--- src/rtl/traffic_lights_pkg.sv ---
`default_nettype none
// ============================================================================
// Module      : traffic_lights_pkg
// Description : Shared types and constants for the traffic light command
//               deserializer: command type enum, header magic nibble,
//               deserializer FSM state type and a payload-length helper.
//               Optional macro TL_CMD_RANGE_CHECK_EN is consumed by the top.
// Revision    : 1.0 - initial release
// ============================================================================
package traffic_lights_pkg;

    typedef enum logic [2:0] {
        CMD_ON       = 3'd0,
        CMD_OFF      = 3'd1,
        CMD_YBLINK   = 3'd2,
        CMD_GREEN_T  = 3'd3,
        CMD_RED_T    = 3'd4,
        CMD_YELLOW_T = 3'd5
    } cmd_type_e;

    localparam logic [3:0] HDR_MAGIC = 4'hA;

    typedef enum logic [1:0] {
        IDLE    = 2'd0,
        DATA_LO = 2'd1,
        DATA_HI = 2'd2,
        EMIT    = 2'd3
    } deser_state_e;

    // Timed commands (green/red/yellow) carry a 16-bit payload.
    function automatic logic type_has_data(input logic [2:0] t);
        return (t == CMD_GREEN_T) || (t == CMD_RED_T) || (t == CMD_YELLOW_T);
    endfunction

endpackage
`default_nettype wire

--- src/rtl/frame_timeout_timer.sv ---
`default_nettype none
// ============================================================================
// Module      : frame_timeout_timer
// Description : 16-bit inter-byte gap counter. Counts while enabled, clears
//               on request, and flags expiry in the cycle where the count
//               has reached TIMEOUT_CLK-1 while still enabled.
// Ports       : clk, rst (async, active-high), clr_i, en_i, exp_o
// Revision    : 1.0 - initial release
// ============================================================================
module frame_timeout_timer #(
    parameter int TIMEOUT_CLK = 1000
) (
    input  logic clk,
    input  logic rst,
    input  logic clr_i,
    input  logic en_i,
    output logic exp_o
);

    localparam logic [15:0] C_LAST = 16'(TIMEOUT_CLK - 1);

    logic [15:0] count_q;
    logic [15:0] count_d;

    always_comb begin
        count_d = count_q;
        if (clr_i) begin
            count_d = 16'd0;
        end else if (en_i) begin
            count_d = count_q + 16'd1;
        end
    end

    always_ff @(posedge clk or posedge rst) begin
        if (rst) begin
            count_q <= 16'd0;
        end else begin
            count_q <= count_d;
        end
    end

    assign exp_o = en_i && (count_q == C_LAST);

endmodule
`default_nettype wire

--- src/rtl/traffic_lights_cmd_deser.sv ---
`default_nettype none
// ============================================================================
// Module      : traffic_lights_cmd_deser
// Description : Byte-stream command deserializer. Validates a header byte
//               (magic 4'hA, bit3 clear, 3-bit type), collects an optional
//               16-bit LSB-first payload and emits one command strobe per
//               frame. Bad headers and stalled frames pulse frame_err_o.
// Ports       : clk_0m002, arst_i (async, active-high)
//               byte_i/byte_val_i/byte_rdy_o : byte input handshake
//               cmd_type_o/cmd_data_o/cmd_val_o : command to controller
//               frame_err_o : one-cycle drop indication
// Config      : TL_CMD_RANGE_CHECK_EN - reject types 6/7 and zero payloads
// Revision    : 1.0 - initial release
// ============================================================================
module traffic_lights_cmd_deser
    import traffic_lights_pkg::*;
#(
    parameter int CLK_FREQ_HZ      = 2000,
    parameter int FRAME_TIMEOUT_MS = 500
) (
    input  logic        clk_0m002,
    input  logic        arst_i,
    input  logic [7:0]  byte_i,
    input  logic        byte_val_i,
    output logic        byte_rdy_o,
    output logic [2:0]  cmd_type_o,
    output logic [15:0] cmd_data_o,
    output logic        cmd_val_o,
    output logic        frame_err_o
);

    localparam int TIMEOUT_CLK = CLK_FREQ_HZ * FRAME_TIMEOUT_MS / 1000;

    deser_state_e state_q, state_d;
    logic [2:0]   type_q, type_d;
    logic [7:0]   lo_q, lo_d;
    logic [2:0]   cmd_type_q, cmd_type_d;
    logic [15:0]  cmd_data_q, cmd_data_d;
    logic         rdy_q, rdy_d;
    logic         err_q, err_d;

    logic         byte_acc;
    logic         in_data;
    logic         tmo;
    logic         hdr_bad;
    logic         data_bad;

    assign byte_acc = byte_val_i & rdy_q;
    assign in_data  = (state_q == DATA_LO) || (state_q == DATA_HI);

    `ifdef TL_CMD_RANGE_CHECK_EN
    assign hdr_bad  = (byte_i[7:4] != HDR_MAGIC) || byte_i[3] || (byte_i[2:1] == 2'b11);
    assign data_bad = ({byte_i, lo_q} == 16'd0);
    `else
    assign hdr_bad  = (byte_i[7:4] != HDR_MAGIC) || byte_i[3];
    assign data_bad = 1'b0;
    `endif

    // The timer only runs on idle cycles inside a payload; it restarts on
    // any accepted byte, outside payload states and once it has fired.
    frame_timeout_timer #(
        .TIMEOUT_CLK (TIMEOUT_CLK)
    ) u_timer (
        .clk   (clk_0m002),
        .rst   (arst_i),
        .clr_i (byte_acc | ~in_data | tmo),
        .en_i  (in_data & ~byte_acc),
        .exp_o (tmo)
    );

    always_comb begin
        state_d    = state_q;
        type_d     = type_q;
        lo_d       = lo_q;
        cmd_type_d = cmd_type_q;
        cmd_data_d = cmd_data_q;
        err_d      = 1'b0;
        case (state_q)
            IDLE: begin
                if (byte_acc) begin
                    if (hdr_bad) begin
                        err_d = 1'b1;
                    end else if (type_has_data(byte_i[2:0])) begin
                        type_d  = byte_i[2:0];
                        state_d = DATA_LO;
                    end else begin
                        cmd_type_d = byte_i[2:0];
                        cmd_data_d = 16'd0;
                        state_d    = EMIT;
                    end
                end
            end
            DATA_LO: begin
                if (byte_acc) begin
                    lo_d    = byte_i;
                    state_d = DATA_HI;
                end else if (tmo) begin
                    err_d   = 1'b1;
                    state_d = IDLE;
                end
            end
            DATA_HI: begin
                if (byte_acc) begin
                    if (data_bad) begin
                        err_d   = 1'b1;
                        state_d = IDLE;
                    end else begin
                        cmd_type_d = type_q;
                        cmd_data_d = {byte_i, lo_q};
                        state_d    = EMIT;
                    end
                end else if (tmo) begin
                    err_d   = 1'b1;
                    state_d = IDLE;
                end
            end
            default: begin
                state_d = IDLE;
            end
        endcase
        // Registered ready: low during reset and for the EMIT cycle only.
        rdy_d = (state_d != EMIT);
    end

    always_ff @(posedge clk_0m002 or posedge arst_i) begin
        if (arst_i) begin
            state_q    <= IDLE;
            type_q     <= 3'd0;
            lo_q       <= 8'd0;
            cmd_type_q <= CMD_OFF;
            cmd_data_q <= 16'd0;
            rdy_q      <= 1'b0;
            err_q      <= 1'b0;
        end else begin
            state_q    <= state_d;
            type_q     <= type_d;
            lo_q       <= lo_d;
            cmd_type_q <= cmd_type_d;
            cmd_data_q <= cmd_data_d;
            rdy_q      <= rdy_d;
            err_q      <= err_d;
        end
    end

    assign byte_rdy_o  = rdy_q;
    assign cmd_type_o  = cmd_type_q;
    assign cmd_data_o  = cmd_data_q;
    assign cmd_val_o   = (state_q == EMIT);
    assign frame_err_o = err_q;

endmodule
`default_nettype wire

--- config.mk ---
export PLATFORM = sky130hd
export DESIGN_NAME = traffic_lights_cmd_deser
export DESIGN_NICKNAME = d
export VERILOG_FILES = /design/src/rtl/traffic_lights_pkg.sv /design/src/rtl/frame_timeout_timer.sv /design/src/rtl/traffic_lights_cmd_deser.sv
export SDC_FILE = /design/constraint.sdc
export NUM_CORES = 1
export LEC_CHECK = 0
export CAP_MARGIN = 20
export CORE_UTILIZATION = 54
export DETAILED_ROUTE_END_ITERATION = 6
export GPL_TIMING_DRIVEN = 0
export HOLD_SLACK_MARGIN = 0.12
export PLACE_DENSITY = 0.79
export REMOVE_ABC_BUFFERS = 1
export SYNTH_ARGS = -nofsm -noshare
export SYNTH_HDL_FRONTEND = slang
export SYNTH_HIERARCHICAL = 1
export SYNTH_SLANG_ARGS = --single-unit
--- constraint.sdc ---
create_clock -name clk_0m002 -period 3.6 [get_ports clk_0m002]
set_input_delay 0.36 -clock clk_0m002 [delete_from_list [all_inputs] [get_ports clk_0m002]]
set_output_delay 0.36 -clock clk_0m002 [all_outputs]
set_load 0.05 [all_outputs]
== Word-level counts from Yosys, hierarchy flattened ==
Cells that the tools add are included.

* Add/subtract/negate cells: 1
* Eq/ne operators: 13
* Muxes and demuxes: 24
* Bitwise gates (word level): 7
* Reductions and logical operators: 12

{| class="wikitable"
|+ Operators by type and width
! kind !! number
|-
| $mux 16 || 6
|-
| $pmux 16 s2 || 1
|-
| $add 16x1->16 const B || 1
|-
| $eq 16x10->1 const B || 1
|-
| $mux 2 || 6
|-
| $mux 3 || 4
|-
| $ne 2x2->1 const B || 5
|-
| $eq 3x3->1 const B || 2
|-
| $pmux 2 s3 || 1
|-
| $pmux 3 s2 || 1
|-
| $reduce_and 5->1 || 1
|-
| $eq 2x2->1 const B || 2
|-
| $logic_or 1x1->1 || 4
|-
| $mux 1 || 4
|-
| $ne 4x4->1 const B || 1
|-
| $reduce_and 4->1 || 1
|-
| $reduce_bool 2->1 || 2
|-
| $eq 3x2->1 const B || 1
|-
| $not 1->1 || 3
|-
| $and 1x1->1 || 2
|-
| $eq 2x1->1 const B || 1
|-
| $logic_not 2->1 || 1
|-
| $or 1x1->1 || 2
|-
| $pmux 1 s2 || 1
|-
| 3 further kinds || 3
|}

* Register bits: 50
* Input bits: 11
* Output and inout port bits: 22
* Logic and storage cells: 65

== Longest topological paths before layout ==
Gate-level depths: netlist of run 1.

* Word-level depth: 8
* Gate-level depth with buffers: 13
* Mapped depth without buffers: 11

== Cells and area by module ==
Netlist of run 1, hierarchy kept.

{| class="wikitable"
|+ By module, submodules not included
! module !! times used !! cells an instance !! area each (µm²) !! sequential area each (µm²)
|-
| traffic_lights_cmd_deser || 1 || 146 || 1539.0 || 852.1
|-
| frame_timeout_timer || 1 || 88 || 868.3 || 400.4
|}

== Worst setup path before layout of run 1 ==
OpenSTA, ideal clock, no wires.

* Kind: reg-to-reg
* Start: reg rdy_q (netlist: byte_rdy_o)
* End: reg u_timer.count_q[14]
* Data arrival time: 2.607 ns
* Setup slack: 0.861 ns
* Cell stages (with the launch flop): 13
* Cell sequence: dfrtp_1 -> nand2_1 -> and2_1 -> buf_2 -> nand4_1 -> nor4_1 -> and3_1 -> nand2b_1 -> buf_2 -> o2111ai_2 -> nor4_1 -> xnor2_1 -> nor2_1

* Word-level cells in the longest chain between the ends: 6

{| class="wikitable"
|+ Ends and longest elaborated chain
! item !! RTL line !! RTL
|-
| start, declared || traffic_lights_cmd_deser.sv:39 || <nowiki>logic rdy_q, rdy_d;</nowiki>
|-
| start signal, assigned || traffic_lights_cmd_deser.sv:140 || <nowiki>rdy_q <= rdy_d;</nowiki>
|-
| $and 1x1->1 * || traffic_lights_cmd_deser.sv:48 || <nowiki>assign byte_acc = byte_val_i & rdy_q;</nowiki>
|-
| $not 1->1 * || traffic_lights_cmd_deser.sv:67 || <nowiki>.en_i (in_data & ~byte_acc),</nowiki>
|-
| $and 1x1->1 * || traffic_lights_cmd_deser.sv:67 ||
|-
| $logic_and 1x1->1 * || frame_timeout_timer.sv:42 || <nowiki>assign exp_o = en_i && (count_q == C_LAST);</nowiki>
|-
| net tmo || traffic_lights_cmd_deser.sv:44 || <nowiki>logic tmo;</nowiki>
|-
| $or 1x1->1 * || traffic_lights_cmd_deser.sv:66 || <nowiki>.clr_i (byte_acc | ~in_data | tmo),</nowiki>
|-
| $mux 16 or $reduce_bool 2->1 (tied branches) || n/a ||
|-
| end signal, assigned || frame_timeout_timer.sv:38 || <nowiki>count_q <= count_d;</nowiki>
|-
| end, declared || frame_timeout_timer.sv:22 || <nowiki>logic [15:0] count_q;</nowiki>
|}

Mark *: on every way through the listed nets, which the timed path passes. The rest lies on a longest branch.
A chain may end at the register's enable or synchronous reset.

== Worst setup path in the final report of run 1 ==
* Start: in byte_val_i
* End: reg u_timer.count_q[13]

* Word-level cells in the longest chain between the ends: 6

{| class="wikitable"
|+ Ends and longest elaborated chain
! item !! RTL line !! RTL
|-
| start, declared || traffic_lights_cmd_deser.sv:24 || <nowiki>input logic byte_val_i,</nowiki>
|-
| $and 1x1->1 * || traffic_lights_cmd_deser.sv:48 ||
|-
| $not 1->1 * || traffic_lights_cmd_deser.sv:67 ||
|-
| $and 1x1->1 * || traffic_lights_cmd_deser.sv:67 ||
|-
| $logic_and 1x1->1 * || frame_timeout_timer.sv:42 ||
|-
| net tmo || traffic_lights_cmd_deser.sv:44 ||
|-
| $or 1x1->1 * || traffic_lights_cmd_deser.sv:66 ||
|-
| $mux 16 or $reduce_bool 2->1 (tied branches) || n/a ||
|}

Marked as above.

==> results of run 1 <==
==> final cells by class <==
| type | count | area, sq um |
|---|---|---|
| Fill cell | 334 | 1300 |
| Sequential cell | 50 | 1250 |
| Multi-Input combinational cell | 165 | 1080 |
| Timing Repair Buffer | 33 | 348 |
| Clock buffer | 5 | 68.8 |
| Tap cell | 50 | 62.6 |
| Inverter | 8 | 30.0 |
| Clock inverter | 2 | 10.0 |
==> kinds of logic (layout without fill, tap and decap cells) <==
family / count (synthesis) / in the layout / share of synthesized area, %
AND/OR/NAND/NOR: 75 / 75 / 16.4
multiplexers: 18 / 18 / 8.26
XOR/XNOR: 10 / 10 / 3.64
adder cells (fa/ha/maj): 5 / 5 / 2.60
buffers and inverters: 19 / 48 / 3.74
flip-flops: 50 / 50 / 52.0
AO/OA/AOI/OAI: 57 / 57 / 13.3
==> critical path: stages <==
cell,delay (ns)
clkdlybuf4s50_1,0.43
nand2_2,0.34
and2_2,0.37
nand4_1,0.16
nor4_1,0.26
and3_1,0.28
nand2b_4,0.29
o211ai_2,0.17
nor4_4,0.40
nand3_1,0.15
mux2_4,0.31
==> power by group through the flow <==
stage          clock (mW)  combinational [mW]  sequential, mW
2_1_floorplan           0               0.400            1.12
3_5_place_dp            0                1.03           0.813
4_1_cts             0.308                1.03           0.803
6_report            0.299                1.03           0.802
5_1_grt             0.332                1.11           0.819
3_3_place_gp            0                1.01           0.807
==> cells in the mapped netlist, types with 4 or more instances <==
| cell type | number | share of area, % |
|---|---|---|
| a21oi_1 | 6 | 1.2 |
| clkbuf_1 | 4 | 0.62 |
| dfrtp_1 | 49 | 51 |
| ha_1 | 5 | 2.6 |
| inv_1 | 8 | 1.2 |
| mux2_2 | 11 | 5.1 |
| mux2i_1 | 6 | 2.5 |
| nand2_1 | 26 | 4.1 |
| nand2b_1 | 5 | 1.3 |
| nand3_1 | 6 | 1.2 |
| nor2_1 | 15 | 2.3 |
| nor4_1 | 4 | 1.0 |
| o21ai_0 | 34 | 7.1 |
| o21ai_1 | 10 | 2.1 |
| xnor2_1 | 7 | 2.5 |
==> worst max path at each step <==
stage / start / endpoint / slack (ns) / cells after the start
floorplan: byte_rdy_o / u_timer/count_q[13] / 0.21 / 10
global placement: byte_val_i / u_timer/count_q[13] / -0.67 / 11
detailed placement: byte_val_i / u_timer/count_q[13] / -0.75 / 11
CTS: byte_val_i / u_timer/count_q[13] / 0.04 / 11
global route: byte_val_i / u_timer/count_q[13] / 0.07 / 11
finish: byte_val_i / u_timer/count_q[13] / 0.27 / 11
==> layout by cell type, fill, tap and decap left out, types with 2 or more instances in the layout <==
cell type,instances
o21ai_0,34
nand2_1,25
inv_1,8
clkbuf_8,5
nand3_1,6
nor3_1,3
clkinv_2,2
nor4_1,4
xnor2_1,7
ha_1,5
mux2_2,11
nor4b_1,2
or3_1,3
nand4_1,3
clkdlybuf4s50_1,32
a21oi_1,6
dfrtp_1,49
nand2b_1,4
xor2_1,3
o21ai_1,10
nor2_1,15
mux2i_1,6
==> routing by layer <==
metal / up-vias / wire (um) / share of wire [%]
met4: 0 / 69 / 1.6
met5: - / 0 / 0
met2: 32 / 1960 / 45
met1: 825 / 2250 / 51
li1: 876 / - / -
met3: 5 / 129 / 2.9
==> sequential cells by signal, summed over array words and instances (netlist names) <==
register         flops
byte_rdy_o           1
cmd_data_o          16
cmd_type_o           3
frame_err_o          1
lo_q                 8
state_q              2
type_q               3
u_timer/count_q     16
==> timing repair <==
item                                    in CTS  in global routing
pin swaps                                    0                  0
resized for setup                            2                  2
hold buffers                                 0                  0
endpoints found under the setup margin      10                  4
cloned                                       0                  0
hold endpoints to repair                     0                  0
==> through the flow <==
| step | setup TNS, ns | total power, mW | setup WS, ns | util (%) |
|---|---|---|---|---|
| floorplan | 0 | 1.52 | 0.205 | - |
| global placement | -4.55 | 1.82 | -0.672 | 65.9 |
| detailed placement | -5.39 | 1.84 | -0.750 | 66.5 |
| CTS | 0 | 2.14 | 0.0376 | 68.6 |
| global route | 0 | 2.26 | 0.0709 | 68.7 |
| finish | 0 | 2.13 | 0.275 | 68.7 |
==> metrics.yaml, run 1 <==
power_frac_comb_pct: 48.4
synth_seq_area_share_pct: 52.0
area_growth_pct: 18.3
hp-class: "input port to asynchronous set/reset pin"
cts-buffers-inserted: 5
fin_skew_ns: 0.00793
synth_top_flop_cell: "dfrtp_1"
antenna_found_initial: 0
rsz0062_at_grt: "false"
netSwitchingPower_mw: 0.927
grt_max_degree: 26
drc: 0
ys_ff_latch: 50
routed_wl_mm: 4.41
dieWidth_um: 68.8
nets: 279
min_period_over_period_pct: 92.4
syn_area_sq_um: 2410
fin_area_sq_um: 2850
required_ns: 3.78
synthCells: 234
cts.sinks: 50
cts_tree: "yes"
p_per_area_nw_per_um2: 749
finalHoldViolCount: 0
antenna_cells: 0
use_met3_pct: 3.45
yosys_warnings: 6
p_seq_share_pct: 37.6
worst-r2r-cell-count: 10
crit_arrival_ns: 3.51
cts_setup_buffers: 0
criticalPathCategory: "input port to register"
routed-via-count: 1738
regToRegEndpoint: "u_timer/count_q[13]"
internal_power_mw: 1.21
synth_edf_count: 0
dp_cells: 306
async_flop_share_pct: 100
power_frac_clock_pct: 14.0
die-area_sq_um: 4730
io_buffers: 32
htree_levels: 2
fin_worst_hold_slack_ns: 0.469
stdcell_count: 313
grt_use_total_pct: 20.6
reg2reg_slack_ns: 0.38
clk_pin_slew_ns: 0.08
grt_overflow: 0
leakage_nw: 1.19
end_kind: "register"
setup_viol: 0
drive_above_1_share_pct: 11.4
core-area_sq_um: 4140
top_usage_layer: "met1"
use_met2_pct: 29.9
clockBufferDepth: 2
grt_pass1_vias: 1514
drt_iter0_drc: 104
routabilityCongestion: 0.851
wl_per_cell_um: 14.1
grt_pass1_wl_mm: 7.02
ios: 33
rows: 23
ant_nets: 0
dpl-instance-area_sq_um: 2760
slew_violations: 0
dr.pass1.iters: 4
worst_slew_pin_slew_ns: 0.847
p_sw_share_pct: 43.5
irDropWorstVdd_uv: 532
startpoint_type: "input port"
worstSkewPairLatency_ns: 0.30
max_freq_mhz: 301
crit_fanout: 25
synth.distinct_cells: 40
drv_cap: 0
relSlewSlack_pct: 43.5
outcome: "completed"
syn_avg_cell_area_sq_um: 10.3
initial_core_util_pct: 58.1
dp_hpwl_mm: 3.06
period_minus_slack_ns: 3.33
cts-root-buf: "clkbuf_8"
r2r_start: "byte_rdy_o"
grt_util_met1_pct: 30.3
die_y_um: 68.8
via_per_inst: 5.55
Note: power is estimated with default switching activity, not from simulation.
==> run 2: changes to the inputs <==
clock period = 3.2 ns   (was 3.6 ns; I/O delays follow)
==> run 2 against run 1 <==
Compared with the run above:
- critical path depth unchanged
- final cell count up 0.32%
- register-to-register slack worse by 0.09 ns
- combinational power grew 15%
- setup slack improved by 0.020 ns
- critical path type unchanged
- highest routed layer unchanged
==> metrics.yaml, run 2 (synthesized netlist as in run 1, its figures left out) <==
tns_ns: 0  # unchanged
cts_setup_buffers: 0  # unchanged
ios: 33  # unchanged
slew_violations: 0  # unchanged
ant_nets: 0  # unchanged
dp_hpwl_mm: 3.06  # unchanged
power_frac_clock_pct: 13.9  # about the same
netSwitchingPower_mw: 1.06  # +14%
drv_cap: 0  # unchanged
die-area_sq_um: 4730  # unchanged
irDropWorstVdd_uv: 591  # +11%
fin_worst_hold_slack_ns: 0.428  # -0.0405 ns
crit_fanout: 25  # unchanged
fill_cells: 331  # -0.90%
crit_buf_inv: 1  # unchanged
pre_cts_ws_ns: -1.11  # -0.360 ns
initial_core_util_pct: 58.1  # unchanged
r2r_start: "state_q[0]"
crit_arrival_ns: 3.08  # -0.43 ns
clockBufferDepth: 2  # unchanged
power_mw: 2.42  # +14%
power_frac_comb_pct: 48.8  # +0.4 points
grt_pass1_vias: 1514  # unchanged
core-area_sq_um: 4140  # unchanged
cts-buffers-inserted: 5  # unchanged
rsz0062_at_grt: "false"
final_common_cell: "dfrtp_1"
grt_overflow: 0  # unchanged
routed_wl_mm: 4.51  # +2.4%
reg2reg_slack_ns: 0.29  # -0.09 ns
nets: 280  # +0.36%
area_growth_pct: 19.0
routed-via-count: 1778  # +2.3%
wl_per_cell_um: 14.4  # +2.1%
required_ns: 3.38  # -0.40 ns
drt_iter0_drc: 112  # +7.7%
cp_slowest_cell: "clkdlybuf4s50_1"
antenna_cells: 0  # unchanged
max_stage_delay_ns: 0.46  # +0.03 ns
worst-r2r-cell-count: 11  # +1
drc: 0  # unchanged
drive_above_1_share_pct: 12.1  # +0.71 points
cts_hold_buffers: 0  # unchanged
outcome: "completed"
relSlewSlack_pct: 43.3  # -0.26 points
hp-class: "input port to asynchronous set/reset pin"
via_per_inst: 5.66  # +2.0%
dr.pass1.iters: 4  # unchanged
p_per_area_nw_per_um2: 846  # +13%
cts-root-buf: "clkbuf_8"
htree_levels: 2  # unchanged
criticalPathCategory: "input port to register"
max_freq_mhz: 344
rows: 23  # unchanged
clk_pin_slew_ns: 0.08  # about the same
worst_slew_pin_slew_ns: 0.851  # +0.00392 ns
end_kind: "register"
final_cell_mix: "dfrtp_1, o21ai_0, clkdlybuf4s50_1"
p_sw_share_pct: 43.6  # +0.15 points
fin_skew_ns: 0.00829  # +0.000363 ns
grt_use_total_pct: 20.6  # unchanged
dieWidth_um: 68.8  # unchanged
setup_ws_ns: 0.295  # +0.0200 ns
antenna_found_initial: 0  # unchanged
routabilityCongestion: 0.851  # unchanged
path_delay_family: "simple AND/OR/NAND/NOR gates"
period_minus_slack_ns: 2.91
internal_power_mw: 1.37  # +13%
setup_viol: 0  # unchanged
startpoint_type: "input port"
io_buffers: 32  # unchanged
finalHoldViolCount: 0  # unchanged
worstSkewPairLatency_ns: 0.30  # about the same
grt_pass1_wl_mm: 7.02  # unchanged
regToRegEndpoint: "u_timer/count_q[13]"
die_y_um: 68.8  # unchanged
cts_tree: "yes"
p_seq_share_pct: 37.3  # -0.3 points
leakage_nw: 1.19  # +0.35%
min_period_over_period_pct: 90.8
cts.sinks: 50  # unchanged
path_cells: "clkdlybuf4s50_1, nand2_4, and2_4, nand4_1, nor4_1, and3_2, nand2b_4, o211ai_2, nor4_4, nand3_1, mux2_4"
grt_max_degree: 26  # unchanged
-- run 2: cell types whose count changed in the layout (fill, tap and decap cells not counted), sizes merged --
cell / delta
nand2b: +1
-- run 2: worst reg2reg max path, cell delays in order, from the launching register on --
cell      delay, ns
dfrtp_1        0.39
inv_1          0.09
ha_1           0.30
and2_4         0.23
nand4_1        0.15
nor4_1         0.25
and3_2         0.29
nand2b_4       0.22
o211ai_2       0.16
nor4_4         0.26
nand3_1        0.15
mux2_4         0.31
-- run 2: how the worst max path moves through the flow --
stage,to,depth (start not counted),slack (ns),from
detailed placement,u_timer/count_q[13],11,-1.11,byte_val_i
floorplan,u_timer/count_q[13],10,-0.19,byte_rdy_o
global route,u_timer/count_q[14],11,0.09,state_q[0]
CTS,u_timer/count_q[13],11,0.004,state_q[0]
finish,u_timer/count_q[13],11,0.29,byte_val_i
global placement,u_timer/count_q[13],11,-1.03,byte_val_i
-- run 2: power groups by stage --
| stage | combinational, mW | sequential [mW] | clock, mW |
|---|---|---|---|
| floorplan | 0.449 | 1.26 | 0 |
| global placement | 1.14 | 0.908 | 0 |
| detailed placement | 1.15 | 0.915 | 0 |
| CTS | 1.17 | 0.905 | 0.346 |
| global route | 1.27 | 0.924 | 0.374 |
| finish | 1.18 | 0.903 | 0.337 |
-- run 2: area by class of cell --
type / instances / area [sq um] / area share, %
Clock inverter: 2 / 10.0 / 0.349
Tap cell: 50 / 62.6 / 2.18
Sequential cell: 50 / 1250 / 43.7
Inverter: 8 / 30.0 / 1.05
Clock buffer: 5 / 68.8 / 2.40
Multi-Input combinational cell: 166 / 1090 / 38.1
Timing Repair Buffer: 33 / 348 / 12.1
-- run 2: repair_timing --
| action | 4_1_cts | 5_1_grt |
|---|---|---|
| cloned | 0 | 1 |
| pin swaps | 0 | 1 |
| resized for setup | 5 | 2 |
| endpoints found under the setup margin | 10 | 4 |
-- run 2: metrics by stage --
step / instance area [sq um] / instances / utilization (%)
after global placement: 2730 / 305 / 65.9
after CTS: 2850 / 313 / 68.8
after floorplan: 2350 / 223 / -
after global routing: 2860 / 314 / 69.1
final: 2860 / 314 / 69.1
after detailed placement: 2760 / 306 / 66.5
-- run 2: layer usage --
metal,wire length [um],GRT usage (%),vias up,part of all wire (%)
li1,-,-,874,-
met1,2260,30.3,859,50
met2,2020,29.9,40,45
met3,169,3.45,5,3.7
met4,69,9.18,0,1.5
met5,0,0,-,0
==> run 3: changes to the inputs <==
==> constraint.sdc (replaced) <==
create_clock -name clk_0m002 -period 3.2 [get_ports clk_0m002]
set_input_delay 0.64 -clock clk_0m002 [delete_from_list [all_inputs] [get_ports clk_0m002]]
set_output_delay 0.64 -clock clk_0m002 [all_outputs]
set_load 0.05 [all_outputs]
==> run 3 against run 2 <==
Compared with the run above:
- wire length up 4.8%
- critical path depth unchanged
- non-clock buffer count grew 2
- register-to-register slack worse by 0.13 ns
- clock power about the same
- sequential power rose by 0.7%
- clock skew down 0.0022 ns
- via count grew 2.4%
- critical path type is now register to register
- largest cell class unchanged
- highest routed layer unchanged
==> metrics.yaml, run 3 (synthesized netlist as in run 1, its figures left out) <==
htree_levels: 2  # unchanged
wl_per_cell_um: 14.9  # +3.8%
worst-r2r-cell-count: 11  # unchanged
outcome: "completed"
cts.sinks: 50  # unchanged
die-area_sq_um: 4730  # unchanged
finalHoldViolCount: 0  # unchanged
core-area_sq_um: 4140  # unchanged
r2r_start: "state_q[0]"
crit_fanout: 10  # -60%
clk_pin_slew_ns: 0.08  # about the same
cts_hold_buffers: 0  # unchanged
holdPathEnd: "cmd_type_o[0]"
routabilityCongestion: 0.851  # unchanged
hold_path_depth: 2
via_per_inst: 5.74  # +1.4%
worst_slew_pin_slew_ns: 0.851  # -0.0000988 ns
startpoint_type: "register"
crit_arrival_ns: 3.21  # +0.13 ns
io_buffers: 32  # unchanged
drc: 0  # unchanged
grt_pass1_wl_mm: 7.27  # +3.5%
criticalPathCategory: "register to register"
reg2reg_slack_ns: 0.17  # -0.13 ns
fin_area_sq_um: 2900  # +1.3%
setup_viol: 0  # unchanged
dieWidth_um: 68.8  # unchanged
antenna_cells: 0  # unchanged
grt_use_total_pct: 21.5  # +0.81 points
min_period_over_period_pct: 94.7  # +3.9 points
final_core_util_pct: 70.0  # +0.88 points
ios: 33  # unchanged
area_growth_pct: 20.5
drive_above_1_share_pct: 13.9  # +1.7 points
irDropWorstVdd_uv: 623  # +5.4%
drt_iter0_drc: 134  # +20%
cts_tree: "yes"
cts-root-buf: "clkbuf_8"
antenna_found_initial: 0  # unchanged
nets: 283  # +1.1%
hp-class: "register to register"
grt_pass1_vias: 1537  # +1.5%
rows: 23  # unchanged
final_cell_mix: "dfrtp_1, o21ai_0, clkdlybuf4s50_1"
die_y_um: 68.8  # unchanged
grt_max_degree: 23  # -12%
leakage_nw: 1.21  # +1.9%
drv_cap: 0  # unchanged
clockBufferDepth: 2  # unchanged
grt_overflow: 0  # unchanged
routed_wl_mm: 4.73  # +4.8%
regToRegEndpoint: "u_timer/count_q[13]"
slew_violations: 0  # unchanged
power_mw: 2.44  # +0.88%
ant_nets: 0  # unchanged
dp_hpwl_mm: 3.06  # unchanged
tns_ns: 0  # unchanged
period_minus_slack_ns: 3.03  # +0.126 ns
cts-buffers-inserted: 5  # unchanged
max_freq_mhz: 330  # -4.2%
fin_skew_ns: 0.00613  # -0.00217 ns
routed-via-count: 1821  # +2.4%
required_ns: 3.38  # about the same
p_per_area_nw_per_um2: 843  # -0.39%
initial_core_util_pct: 58.1  # unchanged
dpl-instance-area_sq_um: 2760  # unchanged
rsz0062_at_grt: "false"
dr.pass1.iters: 4  # unchanged
worstSkewPairLatency_ns: 0.29  # about the same
end_kind: "register"
worstHoldStart: "cmd_type_o[0]"
relSlewSlack_pct: 43.3  # about the same
final_common_cell: "dfrtp_1"
## run 3: cell types whose count changed in the layout (fill, tap and decap cells not counted)
cell / before / now
dlymetal6s2s_1: 0 / 1
buf_4: 0 / 2
clkdlybuf4s50_1: 32 / 31
nor4_2: 0 / 2
nand2_2: 0 / 1
nor4_1: 4 / 2
## run 3: where the power goes
group | switching (mW) | internal (mW)
Clock | 0.188 | 0.147
Sequential | 0.0970 | 0.812
Combinational | 0.782 | 0.417
Total | 1.07 | 1.38
## run 3: repair_timing
action / CTS / global route
gates resized for setup: 7 / 3
setup endpoints to repair: 16 / 4
buffers inserted: 0 / 2
gates cloned: 2 / 0
pin swaps: 2 / 2
## run 3: stage by stage
step	instances	hold WS, ns	setup WS, ns
final	317	0.501	0.168
after global routing	317	0.518	0.0643
after CTS	315	0.504	0.00142
after detailed placement	306	0.492	-1.43
after global placement	305	0.487	-1.35
after floorplan	223	0.479	-0.195
## run 3: worst max-delay path by stage
stage                     startpoint                  end
final                     state_q[0]  u_timer/count_q[13]
after CTS                 byte_val_i  u_timer/count_q[13]
after global routing      state_q[0]  u_timer/count_q[13]
after detailed placement  byte_val_i  u_timer/count_q[13]
after global placement    byte_val_i  u_timer/count_q[13]
after floorplan           byte_rdy_o  u_timer/count_q[13]
## run 3: critical path, stage by stage (launching register included)
cell	delay, ns
dfrtp_1	0.39
inv_1	0.09
ha_1	0.30
and2_4	0.23
nand4_1	0.18
nor4_2	0.20
and3_2	0.28
nand2b_4	0.21
o211ai_2	0.16
nor4_4	0.40
nand3_1	0.16
mux2_4	0.31
## run 3: layout make-up
class                      instances  area (sq um)
clock buffer                       5          68.8
clock inverter                     2          10.0
fill                             321          1240
inverter                           8          30.0
multi-input combinational        167          1110
sequential                        50          1250
tap                               50          62.6
timing repair buffer              35           365
## run 3: routing by layer
layer  GRT usage [%]  part of all wire, %  vias to the layer above
met3            3.45                  4.1                        8
met4            9.18                  1.6                        0
li1                -                    -                      882
met2            30.8                   44                       52
met1            32.0                   50                      879
met5               0                    0                        -
